**config.mk**
```make
export PLATFORM = sky130hd
export DESIGN_NAME = mac_acc_pipe_flat
export DESIGN_NICKNAME = d
export VERILOG_FILES = /design/src/rtl/mac_acc_pipe_pkg.sv /design/src/rtl/mac_acc_pipe_if.sv /design/src/rtl/mac_acc_pipe_sat.sv /design/src/rtl/mac_acc_pipe.sv /design/src/flat_wrapper.sv
export SDC_FILE = /design/constraint.sdc
export NUM_CORES = 1
export LEC_CHECK = 0
export ABC_AREA = 1
export BUFFER_PORTS_ARGS = -buffer_cell sky130_fd_sc_hd__buf_2
export CAP_MARGIN = 20
export CORE_ASPECT_RATIO = 1.4
export CORE_MARGIN = 4
export CORE_UTILIZATION = 61
export DETAILED_ROUTE_END_ITERATION = 6
export GPL_ROUTABILITY_DRIVEN = 0
export HOLD_SLACK_MARGIN = 0.02
export PLACE_DENSITY = 0.81
export SLEW_MARGIN = 20
export SYNTH_ARGS = -nofsm -noshare
export SYNTH_HDL_FRONTEND = slang
export SYNTH_SLANG_ARGS = --single-unit
```
**constraint.sdc**
```tcl
create_clock -name clk -period 4.55 [get_ports clk]
set_input_delay 0.2275 -clock clk [delete_from_list [all_inputs] [get_ports clk]]
set_output_delay 0.2275 -clock clk [all_outputs]
set_load 0.01 [all_outputs]
```
**src/rtl/mac_acc_pipe_pkg.sv**
```systemverilog
// Shared widths, derived sizes and mode encoding for the multiply-add/accumulate pipeline.
package mac_acc_pipe_pkg;

    localparam int unsigned SIZE_REG      = 8;
    localparam int unsigned SIZE_DATA_OUT = 16;
    localparam int unsigned MAX_ACC_LEN   = 8;

    localparam int unsigned PROD_W    = 2 * SIZE_REG;
    localparam int unsigned ACC_LEN_W = $clog2(MAX_ACC_LEN + 1);
    localparam int unsigned CNT_W     = (MAX_ACC_LEN > 1) ? $clog2(MAX_ACC_LEN) : 1;
    localparam int unsigned ACC_W     = PROD_W + $clog2(MAX_ACC_LEN) + 1;

    typedef enum logic {
        MODE_ADD = 1'b0,
        MODE_ACC = 1'b1
    } mac_mode_t;

endpackage

```
**src/rtl/mac_acc_pipe_if.sv**
```systemverilog
// Sample-in / result-out bundle of mac_acc_pipe; master drives samples, slave returns results.
interface mac_acc_pipe_if;
    import mac_acc_pipe_pkg::*;

    logic                     in_valid;
    logic [SIZE_REG-1:0]      a;
    logic [SIZE_REG-1:0]      b;
    logic [SIZE_REG-1:0]      c;
    mac_mode_t                mode;
    logic [ACC_LEN_W-1:0]     acc_len;
    logic [PROD_W-1:0]        s;
    logic [SIZE_DATA_OUT-1:0] DATA_OUT;
    logic                     out_valid;
    logic                     ovf;
    logic                     burst_abort;

    modport master (
        output in_valid, a, b, c, mode, acc_len,
        input  s, DATA_OUT, out_valid, ovf, burst_abort
    );

    modport slave (
        input  in_valid, a, b, c, mode, acc_len,
        output s, DATA_OUT, out_valid, ovf, burst_abort
    );

endinterface

```
**src/rtl/mac_acc_pipe_sat.sv**
```systemverilog
// Combinational clamp of the wide accumulator onto the output width, flagging overflow.
module mac_sat
    import mac_acc_pipe_pkg::*;
(
    input  logic [ACC_W-1:0]         i_val,
    output logic [SIZE_DATA_OUT-1:0] o_val_c,
    output logic                     o_ovf_c
);

    logic w_over;

    assign w_over  = |i_val[ACC_W-1:SIZE_DATA_OUT];
    assign o_ovf_c = w_over;
    assign o_val_c = w_over ? {SIZE_DATA_OUT{1'b1}} : i_val[SIZE_DATA_OUT-1:0];

endmodule

```
**src/rtl/mac_acc_pipe.sv**
```systemverilog
// Two-stage multiply-add / burst multiply-accumulate with saturated output.
module mac_acc_pipe
    import mac_acc_pipe_pkg::*;
(
    input logic          clk,
    input logic          reset,
    mac_acc_pipe_if.slave bus
);

    logic                     r_v1;
    logic [PROD_W-1:0]        r_s;
    logic [SIZE_REG-1:0]      r_c;
    mac_mode_t                r_mode;
    logic [ACC_LEN_W-1:0]     r_acc_len;

    logic [ACC_W-1:0]         r_acc;
    logic [CNT_W-1:0]         r_cnt;
    logic [ACC_LEN_W-1:0]     r_len;
    logic [SIZE_DATA_OUT-1:0] r_data;
    logic                     r_out_valid;
    logic                     r_ovf;
    logic                     r_abort;

    logic                     w_fresh;
    logic [ACC_W-1:0]         w_sum;
    logic [ACC_LEN_W-1:0]     w_len_first;
    logic [ACC_LEN_W-1:0]     w_len_eff;
    logic                     w_done;
    logic [SIZE_DATA_OUT-1:0] w_sat_val;
    logic                     w_sat_ovf;

    // A new sum starts from the bias c for ADD samples and for the first sample of a burst
    assign w_fresh = (r_mode == MODE_ADD) || (r_cnt == '0);
    assign w_sum   = (w_fresh ? ACC_W'(r_c) : r_acc) + ACC_W'(r_s);

    always_comb begin
        w_len_first = r_acc_len;
        if (r_acc_len == '0) begin
            w_len_first = ACC_LEN_W'(1);
        end else if (r_acc_len > ACC_LEN_W'(MAX_ACC_LEN)) begin
            w_len_first = ACC_LEN_W'(MAX_ACC_LEN);
        end
    end

    assign w_len_eff = (r_cnt == '0) ? w_len_first : r_len;
    assign w_done    = (r_mode == MODE_ADD) ||
                       ((ACC_LEN_W'(r_cnt) + ACC_LEN_W'(1)) == w_len_eff);

    mac_sat u_sat (
        .i_val   (w_sum),
        .o_val_c (w_sat_val),
        .o_ovf_c (w_sat_ovf)
    );

    // Stage 1: product and sideband capture
    always_ff @(posedge clk) begin
        if (reset) begin
            r_v1      <= 1'b0;
            r_s       <= '0;
            r_c       <= '0;
            r_mode    <= MODE_ADD;
            r_acc_len <= '0;
        end else begin
            r_v1 <= bus.in_valid;
            if (bus.in_valid) begin
                r_s       <= PROD_W'(bus.a) * PROD_W'(bus.b);
                r_c       <= bus.c;
                r_mode    <= bus.mode;
                r_acc_len <= bus.acc_len;
            end
        end
    end

    // Stage 2: add / accumulate, burst bookkeeping and result register
    always_ff @(posedge clk) begin
        if (reset) begin
            r_acc       <= '0;
            r_cnt       <= '0;
            r_len       <= '0;
            r_data      <= '0;
            r_out_valid <= 1'b0;
            r_ovf       <= 1'b0;
            r_abort     <= 1'b0;
        end else begin
            r_out_valid <= 1'b0;
            r_ovf       <= 1'b0;
            r_abort     <= 1'b0;
            if (r_v1) begin
                if (w_done) begin
                    r_data      <= w_sat_val;
                    r_ovf       <= w_sat_ovf;
                    r_out_valid <= 1'b1;
                    r_abort     <= (r_mode == MODE_ADD) && (r_cnt != '0);
                    r_acc       <= '0;
                    r_cnt       <= '0;
                end else begin
                    r_acc <= w_sum;
                    r_cnt <= r_cnt + CNT_W'(1);
                    if (r_cnt == '0) begin
                        r_len <= w_len_first;
                    end
                end
            end
        end
    end

    assign bus.s           = r_s;
    assign bus.DATA_OUT    = r_data;
    assign bus.out_valid   = r_out_valid;
    assign bus.ovf         = r_ovf;
    assign bus.burst_abort = r_abort;

endmodule

```
**src/flat_wrapper.sv**
```systemverilog
// flat-port wrapper written by rule: the top's interface ports become plain ports
module mac_acc_pipe_flat import mac_acc_pipe_pkg::*;
  (clk, reset, bus_in_valid, bus_a, bus_b, bus_c, bus_mode, bus_acc_len, bus_s, bus_DATA_OUT, bus_out_valid, bus_ovf, bus_burst_abort);
  mac_acc_pipe_if bus_i ();
  input logic clk;
  input logic reset;
  input wire logic [$bits(bus_i.in_valid)-1:0] bus_in_valid;
  input wire logic [$bits(bus_i.a)-1:0] bus_a;
  input wire logic [$bits(bus_i.b)-1:0] bus_b;
  input wire logic [$bits(bus_i.c)-1:0] bus_c;
  input wire logic [$bits(bus_i.mode)-1:0] bus_mode;
  input wire logic [$bits(bus_i.acc_len)-1:0] bus_acc_len;
  output wire logic [$bits(bus_i.s)-1:0] bus_s;
  output wire logic [$bits(bus_i.DATA_OUT)-1:0] bus_DATA_OUT;
  output wire logic [$bits(bus_i.out_valid)-1:0] bus_out_valid;
  output wire logic [$bits(bus_i.ovf)-1:0] bus_ovf;
  output wire logic [$bits(bus_i.burst_abort)-1:0] bus_burst_abort;
  assign bus_i.in_valid = bus_in_valid;
  assign bus_i.a = bus_a;
  assign bus_i.b = bus_b;
  assign bus_i.c = bus_c;
  assign bus_i.mode = bus_mode;
  assign bus_i.acc_len = bus_acc_len;
  assign bus_s = bus_i.s;
  assign bus_DATA_OUT = bus_i.DATA_OUT;
  assign bus_out_valid = bus_i.out_valid;
  assign bus_ovf = bus_i.ovf;
  assign bus_burst_abort = bus_i.burst_abort;
  mac_acc_pipe u_core (.clk(clk), .reset(reset), .bus(bus_i));
endmodule
```
==> summary.md <==
| Metric | Value |
|---|---|
| Core Box Area | 10520 um2 |
| Status | finished clean |
| Number of DRC markers in iteration 0 | 307 |
| CP peak stage delay | 0.54 ns |
| Post-synth top area cell | dfxtp_1 |
| CP delay by family, top | adder cells |
| Register area share after synthesis | 22.98% |
| RSZ-0062 raised after global routing | false |
| Area fraction of the dominant cell type after synthesis | 22.98% |
| Fmax achieved | 0.2651 GHz |
| Post-Syn Instances | 998 |
| Syn Area/Cell | 6.633 um2 |
| # IOs | 67 |
| GR peak layer | met2 |
| Synth Warn # | 0 |
| H-tree depth | 3 |
| Worst setup SP type | input port |
| # setup viols final | 0 |
| Setup tns final | 0 ns |
| CP Capture Type | register |
| Final ANT Viol Nets | 0 |
| Slowest cell on the critical path | fa_1 |
| WL/cell | 12.78 um |
| Crit-path max FO | 8 |
| Pwr/cell area | 357.0 nW/um2 |
| Post-route DRC | 0 |
| Post-CTS Hold Buffers | 0 |
| Sw Pwr | 0.9800 mW |
| Die W | 96.05 um |
| Synth cell types | 38 |
| Antenna violations before repair | 0 |
| Least-Margin Pin Slew | 0.8094 ns |
| Met2 Usage GRT | 47.91% |
| Crit Path Class | input port to register |
| Core Util, Final | 68.84% |
| PortBufs | 66 |
| Fin crit period | 3.772 ns |
| Top cells by area, synth | dfxtp_1, nand2_1, fa_1 |
| Fill count | 948 |
| Clk slew on worst S/H paths | 0.06 ns |
| Register share of total power | 30.2% |
| Gr ovfl total | 0 |
| Non-Filler Instances | 1179 |
| Vias | 5978 |
| CTS tree | done |
| Postcts setup bufs | 0 |
| Arr. time, crit path | 4.00 ns |
| Antenna Cells | 0 |
| PostCTS Resize Cnt | 0 |
| Drt pass-1 iters | 4 |
| Worst VDD drop | 0.1805 mV |
| Vias in the first global route | 6043 |
| Logic pwr share | 41.5% |
| Root Driver | clkbuf_16 |
| Clk buf depth | 2 |
| Final nets | 1159 |
| Placed Instances | 1163 |
| P_int | 1.604 mW |
| First-pass GRT wire length | 26140 um |
| Skew-Pair Late Insertion Delay | 0.34 ns |
| Share of layout cells above drive strength 1 | 10.85% |
| LEAKAGE | 4.142 nW |
| Largest net degree at the start of global routing | 40 |
| M1 GR Usage | 28.07% |
| Worst endpoint required time | 4.78 ns |
| Final Cell Area | 7238 um2 |
| DIE AREA | 12610 um2 |
| Final wirelength | 15070 um |
| Buf/Inv on CP | 5 |
| Area growth syn-to-layout | 9.337% |
| Post-synthesis net count | 1121 |
| Clock sink total | 76 |
| Met3 usage | 3.947% |
| Placed cell area | 6924 um2 |
| Yosys reg bits | 76 |
| CTS Buf Count | 9 |
| Tcrit/Tclk final | 82.91% |
| Slew margin rel. | 45.71% |
| Pins Over Slew Limit | 0 |
| Total GRT Usage | 25.54% |
| Post-synth design cell area | 6620 um2 |
| Fin. Hold Viols | 0 |
| Rows | 44 |
| Clock power share | 28.3% |
| Max_cap viols | 0 |
| Area of the multi-input gates | 4168 um2 |
| HPWL Detailed | 11490 um |
| Switch share | 37.92% |
| Worst clock skew | 0.008964 ns |
| Min-delay worst type | input port to register |
| Initial Utilization | 62.96% |
| Die H | 131.3 um |
| Register Area | 1521 um2 |
| Cell-by-cell trace of the critical path | buf_2, nand2_1, inv_1, fa_1, fa_1, inv_1, fa_1, fa_1, inv_1, ha_1, nand2_1, o21ai_0, nand3_1, nand4_1, xnor2_1, o21ai_0, inv_1 |
| Routed vias/inst | 5.070 |
-- metal layers --
metal	wire length, um	part of all wire (%)
met5	0	0
met1	5987	40
met2	8259	55
met4	327	2.2
met3	497	3.3
-- sequential cells by signal (all words and copies together), names as in the netlist --
name	flops
u_core.r_acc_len	4
u_core.bus.DATA_OUT	16
u_core.r_len	4
u_core.r_cnt	3
u_core.bus.burst_abort	1
u_core.r_acc	20
u_core.bus.out_valid	1
u_core.r_v1	1
u_core.r_c	8
u_core.r_mode	1
u_core.bus.s	16
u_core.bus.ovf	1
-- synthesized netlist by cell type --
| master | n |
|---|---|
| o21a_1 | 5 |
| nor2_8 | 1 |
| nand2_4 | 2 |
| buf_2 | 2 |
| nand3_2 | 2 |
| nand2_8 | 2 |
| buf_4 | 1 |
| nand4_1 | 6 |
| clkbuf_1 | 31 |
| nand3_4 | 2 |
| o221ai_1 | 1 |
| clkinv_1 | 2 |
| xnor2_1 | 8 |
| nand3b_1 | 2 |
| xor2_1 | 13 |
| a21oi_1 | 57 |
| or2_2 | 1 |
| o21ai_2 | 1 |
| nand2_2 | 4 |
| a31oi_1 | 1 |
| nor2_1 | 99 |
| nor2_2 | 2 |
| nor2_4 | 2 |
| a21oi_2 | 9 |
| dfxtp_1 | 76 |
| nand3_1 | 32 |
| o21ai_0 | 33 |
| nor3_1 | 4 |
| ha_1 | 54 |
| buf_12 | 1 |
| inv_2 | 3 |
| fa_1 | 37 |
| nand2_1 | 304 |
| inv_1 | 190 |
| o211ai_1 | 2 |
| o21bai_1 | 1 |
| buf_6 | 4 |
| o21ai_1 | 1 |
-- cells in the final DEF, fill, tap and decap left out, types with 2 or more instances in the layout --
master       n
nand2_1    304
inv_1      189
nor2_1      99
dfxtp_1     76
buf_2       66
a21oi_1     57
ha_1        54
fa_1        37
o21ai_0     33
nand3_1     32
xor2_1      13
a21oi_2      9
clkbuf_16    9
xnor2_1      8
nand4_1      6
o21a_1       5
inv_2        4
nor3_1       4
nand2_2      4
clkbuf_8     3
nand2_8      2
clkinv_1     2
nand3_4      2
nor2_4       2
nand3_2      2
nand2_4      2
nand3b_1     2
nor2_2       2
o211ai_1     2
-- final cells by class --
| type | count | share of cell area, % |
|---|---|---|
| clock buffer | 13 | 3.734 |
| clock inverter | 3 | 0.6050 |
| inverter | 195 | 10.11 |
| multi-input combinational | 688 | 57.58 |
| sequential | 76 | 21.02 |
| tap | 138 | 2.385 |
| timing repair buffer | 66 | 4.564 |
-- worst paths after layout --
check        cells past startpoint       startpoint  slack [ns]                       to
max                             17         bus_a[1]        0.78         u_core.bus.s[15]
min                              3         bus_c[3]        0.11            u_core.r_c[3]
max reg2reg                     19  u_core.r_cnt[0]        0.83  u_core.bus.DATA_OUT[10]
min reg2reg                      2  u_core.r_acc[0]        0.46          u_core.r_acc[0]
-- worst register-to-register path: cells and delay by family (launching register included) --
kind / cells / cell delay [ns]
buffers and inverters: 2 / 0.44
and+or+nand+nor: 13 / 1.71
AOI/OAI and AO/OA: 1 / 0.11
adders and majority gates: 3 / 0.98
DFF: 1 / 0.34
-- power groups by stage --
stage / clock network [mW] / logic [mW] / registers [mW]
floorplan: 0 / 0.820 / 0.793
global placement: 0 / 1.05 / 0.790
detailed placement: 0 / 1.06 / 0.792
CTS: 0.741 / 1.07 / 0.778
global route: 0.773 / 1.25 / 0.785
finish: 0.733 / 1.07 / 0.780
-- stage by stage --
step | power, mW | hold slack [ns] | setup slack (ns)
floorplan | 1.613 | 0.3624 | 0.5997
global placement | 1.838 | 0.4474 | 0.5205
detailed placement | 1.856 | 0.4578 | 0.4594
CTS | 2.594 | 0.1067 | 0.8199
global route | 2.808 | 0.1247 | 0.5297
finish | 2.584 | 0.1104 | 0.7776
-- cells by family (layout without fill, tap and decap cells) --
group                    Yosys count  count (layout)  synth area share [%]
AND/OR/NAND/NOR                  465             465                 29.45
XOR/XNOR                          21              21                 2.778
AO/OA/AOI/OAI                    111             111                 9.337
adder cells (fa/ha/maj)           91              91                 21.39
flip-flops                        76              76                 22.98
buffers and inverters            234             277                 14.06
(Power assumes the default switching activity.)
